**config.mk**
```make
export PLATFORM = sky130hd
export DESIGN_NAME = regfile_write_queue
export DESIGN_NICKNAME = d
export VERILOG_FILES = /design/src/rtl/regfile_write_queue.sv
export SDC_FILE = /design/constraint.sdc
export NUM_CORES = 1
export LEC_CHECK = 0
export BUFFER_PORTS_ARGS = -buffer_cell sky130_fd_sc_hd__clkbuf_2
export CAP_MARGIN = 10
export CORE_MARGIN = 1.5
export CORE_UTILIZATION = 50
export DETAILED_ROUTE_END_ITERATION = 10
export PLACE_DENSITY = 0.84
export SLEW_MARGIN = 30
export SYNTH_ARGS = -nofsm -noshare
export SYNTH_HDL_FRONTEND = slang
export SYNTH_SLANG_ARGS = --single-unit
```
**constraint.sdc**
```tcl
create_clock -name clk -period 4.8 [get_ports clk]
set_input_delay 0.24 -clock clk [delete_from_list [all_inputs] [get_ports clk]]
set_output_delay 0.24 -clock clk [all_outputs]
set_load 0.02 [all_outputs]
```
**src/rtl/regfile_write_queue.sv**
```systemverilog
// Write queue merging ALU writeback and load-return writes into one register-file write port.
// Optional pending-write lookup is built when WQ_BYPASS_EN is defined.
module regfile_write_queue #(
    parameter int DEPTH = 4,
    parameter int CW    = $clog2(DEPTH + 1)
) (
    input  logic          clk,
    input  logic          rst,
    input  logic          alu_valid,
    input  logic [4:0]    alu_wa,
    input  logic [31:0]   alu_wd,
    input  logic          ld_valid,
    input  logic [4:0]    ld_wa,
    input  logic [31:0]   ld_wd,
    output logic          in_ready,
    output logic          we,
    output logic [4:0]    wa,
    output logic [31:0]   wd,
    input  logic [4:0]    la1,
    input  logic [4:0]    la2,
    output logic          lhit1,
    output logic          lhit2,
    output logic [31:0]   ld1,
    output logic [31:0]   ld2,
    output logic [CW-1:0] count,
    output logic          empty
);

    localparam int PW = (DEPTH > 1) ? $clog2(DEPTH) : 1;

    logic [4:0]    wa_q [DEPTH];
    logic [31:0]   wd_q [DEPTH];
    logic [PW-1:0] rd_ptr_q, rd_ptr_d;
    logic [PW-1:0] wr_ptr_q, wr_ptr_d;
    logic [CW-1:0] count_q, count_d;

    logic          ld_push;
    logic          alu_push;
    logic          pop;
    logic [PW-1:0] alu_slot;

    // Two free slots are required so both sources can always push together.
    assign in_ready = !rst && (count_q <= CW'(DEPTH - 2));

    // Writes to r0 are accepted but never occupy a slot.
    assign ld_push  = ld_valid  && in_ready && (ld_wa  != 5'd0);
    assign alu_push = alu_valid && in_ready && (alu_wa != 5'd0);
    assign pop      = (count_q != '0);
    assign alu_slot = ld_push ? (wr_ptr_q + PW'(1)) : wr_ptr_q;

    always_comb begin
        count_d  = count_q + CW'(ld_push) + CW'(alu_push) - CW'(pop);
        wr_ptr_d = wr_ptr_q + PW'(ld_push) + PW'(alu_push);
        rd_ptr_d = rd_ptr_q + PW'(pop);
    end

    always_ff @(posedge clk) begin
        if (rst) begin
            count_q  <= '0;
            wr_ptr_q <= '0;
            rd_ptr_q <= '0;
        end else begin
            count_q  <= count_d;
            wr_ptr_q <= wr_ptr_d;
            rd_ptr_q <= rd_ptr_d;
        end
    end

    // Load entry goes in first so a same-address ALU write commits last.
    always_ff @(posedge clk) begin
        if (ld_push) begin
            wa_q[wr_ptr_q] <= ld_wa;
            wd_q[wr_ptr_q] <= ld_wd;
        end
        if (alu_push) begin
            wa_q[alu_slot] <= alu_wa;
            wd_q[alu_slot] <= alu_wd;
        end
    end

    assign we    = pop;
    assign wa    = pop ? wa_q[rd_ptr_q] : 5'd0;
    assign wd    = pop ? wd_q[rd_ptr_q] : 32'd0;
    assign count = count_q;
    assign empty = (count_q == '0);

`ifdef WQ_BYPASS_EN
    // Scan oldest to youngest so the last match seen is the youngest.
    always_comb begin
        lhit1 = 1'b0;
        lhit2 = 1'b0;
        ld1   = 32'd0;
        ld2   = 32'd0;
        for (int k = 0; k < DEPTH; k++) begin
            if (CW'(k) < count_q) begin
                if (la1 != 5'd0 && wa_q[rd_ptr_q + PW'(k)] == la1) begin
                    lhit1 = 1'b1;
                    ld1   = wd_q[rd_ptr_q + PW'(k)];
                end
                if (la2 != 5'd0 && wa_q[rd_ptr_q + PW'(k)] == la2) begin
                    lhit2 = 1'b1;
                    ld2   = wd_q[rd_ptr_q + PW'(k)];
                end
            end
        end
    end
`else
    logic unused_la;
    assign unused_la = ^{la1, la2};
    assign lhit1 = 1'b0;
    assign lhit2 = 1'b0;
    assign ld1   = 32'd0;
    assign ld2   = 32'd0;
`endif

endmodule

```
; ---- Yosys cells after proc, flatten, opt, wreduce, memory -nomap -nowiden
; Memories as Yosys holds them, arrays and structs flattened. A register that Yosys moved wholly into a read port is not among the register bits.
; Cells that the tools add are included.
[totals]
word_cells = 32
reg_bits = 7
n_memories = 2
mem_bits_ro = 0
latch_bits = 0
input_bits = 88
output_inout_bits = 109
mem_bits_rw = 148
[memory_table]
columns = memory, words, width, rd, rd_clocked_by_memory_dff, wr, line
row1 = wd_q, 4, 32, 1, 1, 2, 32  ; logic [31:0] wd_q [DEPTH];
row2 = wa_q, 4, 5, 1, 1, 2, 31  ; logic [4:0] wa_q [DEPTH];
[classes]
eq_ne = 0
addsub = 7
n_div = 0
mux = 9
n_bitwise = 0
n_reduce_logical = 10
n_shift = 0
order_cmp = 1
n_mul = 0
[ops]
columns = cell, n
row1 = $mux 32, 1
row2 = $reduce_bool 5->1, 2
row3 = $add 2x1->2, 3
row4 = $add 3x1->3, 2
row5 = $mux 2, 3
row6 = $logic_and 1x1->1, 5
row7 = $mux 5, 1
row8 = $mux 1, 4
row9 = $le 3x2->1 const B, 1
row10 = $logic_not 3->1, 1
row11 = $reduce_bool 3->1, 1
row12 = $sub 3x1->3, 1
row13 = $add 2x1->2 const B, 1
row14 = $logic_not 1->1, 1

; ---- Depth between registers and ports, before layout
[depth]
word_depth = 7
mapped_depth = 11
mapped_depth_nobuf = 11

; ---- Worst setup path after synthesis
; Ideal clock, no wire load.
[synth_timing]
path_kind = reg2reg
start = register wr_ptr_q[1]
end = memory wa_q[2][0] (enable)
setup_slack_ps = 1597
path_buffers = 3
synth_period_minus_slack_ps = 3203
t_required_ps = 4407
arrival_ps = 2810
setup_time_ps = 393
stages_incl_launch_ff = 10
path_cell_list = dfxtp_1 clkbuf_1 inv_1 ha_1 nand2_1 or3_1 a311oi_2 buf_6 buf_6 a21o_1
[synth_rtl]
columns = item, line
row1 = "start, declared", 34  ; logic [PW-1:0] wr_ptr_q, wr_ptr_d;
row2 = "start signal, assigned", 64  ; wr_ptr_q <= wr_ptr_d;
row3 = "end, declared", 31

==> flow_summary_export.csv <==
group,metric,value,unit
sta,maxSlewViolCount,0,
floorplan,dieArea,18500,sq um
sta,setup_viol,0,
yosys,synth-edff-count,148,
floorplan,die_w,136,microns
setup_path,worstSetupPathType,"register to register",
sta,fmax,304,MHz
yosys,synth_cell_types,39,
setup_path,cp_data_arrival_time,3.46,ns
finish,final_nets,750,
finish,antenna_cells,0,
yosys,synth_top_area_frac,0.502,
drt,wirelength,18200,microns
clock_tree,cts.hold.buffers_added,0,
sta,slew_headroom,0.446,
yosys,ys_seq_area_frac,0.518,
clock_tree,cts_tree,"yes",
sta,period_needed,3.29,ns
yosys,synth_area_leader_cell,"edfxtp_1",
grt,grt_pass1_vias,5257,
finish,drive_above_1_share,0.538,
drt,viasPerCell,5.48,
floorplan,dieHeight,136,microns
clock_tree,clockBufferDepth,2,
floorplan,row_count,48,
clock_tree,clock-sinks,155,
grt,antenna_found_initial,0,
clock_tree,root_buffer,"clkbuf_16",
outcome,status,"completed",
yosys,synth_area,8840,sq um
yosys,synth.avg_cell_area,16.4,sq um
setup_path,path_max_fanout,37,
floorplan,coreArea,17300,sq um
power_and_ir_drop,p_per_area,522,nW/um^2
sta,fin_skew,0.0112,ns
clock_tree,path_clk_slew,0.07,ns
sta,fin_tns_setup,0,ns
run,maxCapViolCount,0,
grt,grt_usage,0.206,
finish,synthToLayoutAreaGrowth,13.0,%
grt,grt_overflow,0,
drt,routedWlPerCell,20.4,microns
grt,grt_first_pass_wirelength,28000,microns
sta,rsz0062_at_grt,"false",
setup_path,startpoint_type,"register",
yosys,async_reset_ff_frac,0,
power_and_ir_drop,power_leakage,3.76,nW
yosys,syn_inst,539,
clock_tree,clock_latency,0.43,ns
clock_tree,cts_resized,0,
drt,dr.pass1.iters,5,
place,dpl.hpwl,10800,microns
place,port_buffers,120,
drt,drt_iter0_drc,216,
setup_path,crit_path_end_kind,"register",
floorplan,io_pins,197,
sta,fin_crit_sh,0.684,
power_and_ir_drop,ir_drop,313,uV
sta,finalHoldViolations,0,
yosys,synth-warning-count,0,
grt,grt_max_degree,39,
clock_tree,cts_buffers,17,
place,gp_congestion,0.885,
yosys,synth_area_leaders,"edfxtp_1 (50%), mux2_4 (13%), mux4_2 (9.4%)",
min_path,hp-class,"input port to register",
clock_tree,htreeDepth,4,
drt,drc,0,
power_and_ir_drop,total_power,0.00522,W
floorplan,initial_core_util,0.511,
clock_tree,post_cts_buffers,0,
setup_path,crit_required,4.98,ns
yosys,ys_ff_latch,155,
yosys,synthFlopType,"edfxtp_1",
drt,vias,4876,
sta,worstMarginPinSlew,0.830,ns
drt,ant_nets,0,
finish,n_fill_cell,1348,
## worst max-delay path, stage by stage (launching register included)
cell,delay [ns]
dfxtp_1,0.64
inv_2,0.14
ha_1,0.39
o211ai_1,0.17
o22a_1,0.26
a311oi_4,0.34
buf_4,0.65
mux2_2,0.42
## where the power goes
part           total (W)  switching (W)  internal, W
Combinational    0.00187        0.00103     0.000833
Clock            0.00140       0.000572     0.000833
Sequential       0.00194       0.000209      0.00174
## layout by cell type, fill, tap and decap left out, types with 3 or more instances in the layout
cell type / Yosys / layout
a311oi_4: 0 / 3
mux2_4: 76 / 76
clkbuf_2: 0 / 120
buf_4: 67 / 5
ha_1: 7 / 7
inv_8: 0 / 3
dfxtp_1: 7 / 5
nor2_1: 8 / 8
inv_1: 11 / 11
a21o_4: 0 / 4
nor2b_1: 40 / 40
bufinv_16: 0 / 3
mux2_2: 72 / 72
edfxtp_1: 148 / 148
fa_1: 3 / 3
inv_6: 0 / 3
mux4_2: 37 / 37
nand4_1: 3 / 3
conb_1: 1 / 66
clkbuf_16: 0 / 17
## worst paths after layout
kind | startpoint | endpoint | slack [ns] | cells past startpoint
setup / recovery | wr_ptr_q[0] | wa_q[3][1] | 1.51 | 7
hold / removal | rst | rd_ptr_q[0] | 0.07 | 2
setup reg to reg | wr_ptr_q[0] | wa_q[3][1] | 1.51 | 7
hold reg to reg | wr_ptr_q[1] | wr_ptr_q[1] | 0.67 | 2
## layout make-up
class                           count  area (sq um)  area share
Sequential cell                   155          4590       0.459
Multi-Input combinational cell    341          3820       0.383
Timing Repair Buffer              125           638      0.0638
Clock buffer                       18           429      0.0429
Tap cell                          225           282      0.0282
Clock inverter                     14           185      0.0185
Inverter                           12          45.0     0.00451
## Yosys cell counts, drive strengths merged (2+ instances only)
master / instances
clkbuf: 8
ha: 7
nor3: 2
nand4: 3
inv: 12
buf: 88
a311oi: 3
mux2: 148
a2111o: 2
mux4: 37
dfxtp: 7
or3: 2
xnor2: 2
a21o: 4
edfxtp: 148
fa: 3
nor2b: 40
a211oi: 2
nand2: 2
nor2: 8
## per-layer routing
layer	global-route usage	share of wire	vias up	routed length (microns)
met4	0.105	0.035	0	636
li1	-	-	2160	-
met1	0.225	0.37	2475	6750
met2	0.379	0.55	193	9950
met5	0	0	-	0
met3	0.0406	0.047	48	851
## registers in the layout, indices dropped and copies added (netlist names)
name,count
count,3
rd_ptr_q,2
wa_q,20
wd_q,128
wr_ptr_q,2
## cell families (layout without fill, tap and decap cells)
group                    after synthesis  count (layout)  synth area share
adder cells (fa/ha/maj)               10              10            0.0167
multiplexers                         185             185             0.315
XOR/XNOR                               3               3           0.00297
buffers and inverters                108             169            0.0864
AO/OA/AOI/OAI                         17              17            0.0198
flip-flops                           155             155             0.518
AND/OR/NAND/NOR                       60              60            0.0405
other                                  1              66          0.000424
## stage by stage
step                      hold WS [ns]  utilization  instance area, sq um  instances  setup WS [ns]
final                           0.0738        0.578                 10000        890           1.51
after global routing            0.0932        0.578                 10000        890           1.42
after CTS                       0.0547        0.578                  9990        890           1.47
after detailed placement         0.519        0.542                  9380        858           1.48
after global placement           0.511        0.540                  9350        858           1.62
after floorplan                  0.312            -                  9090        604           1.60
Power figures use the tool's default switching activity.
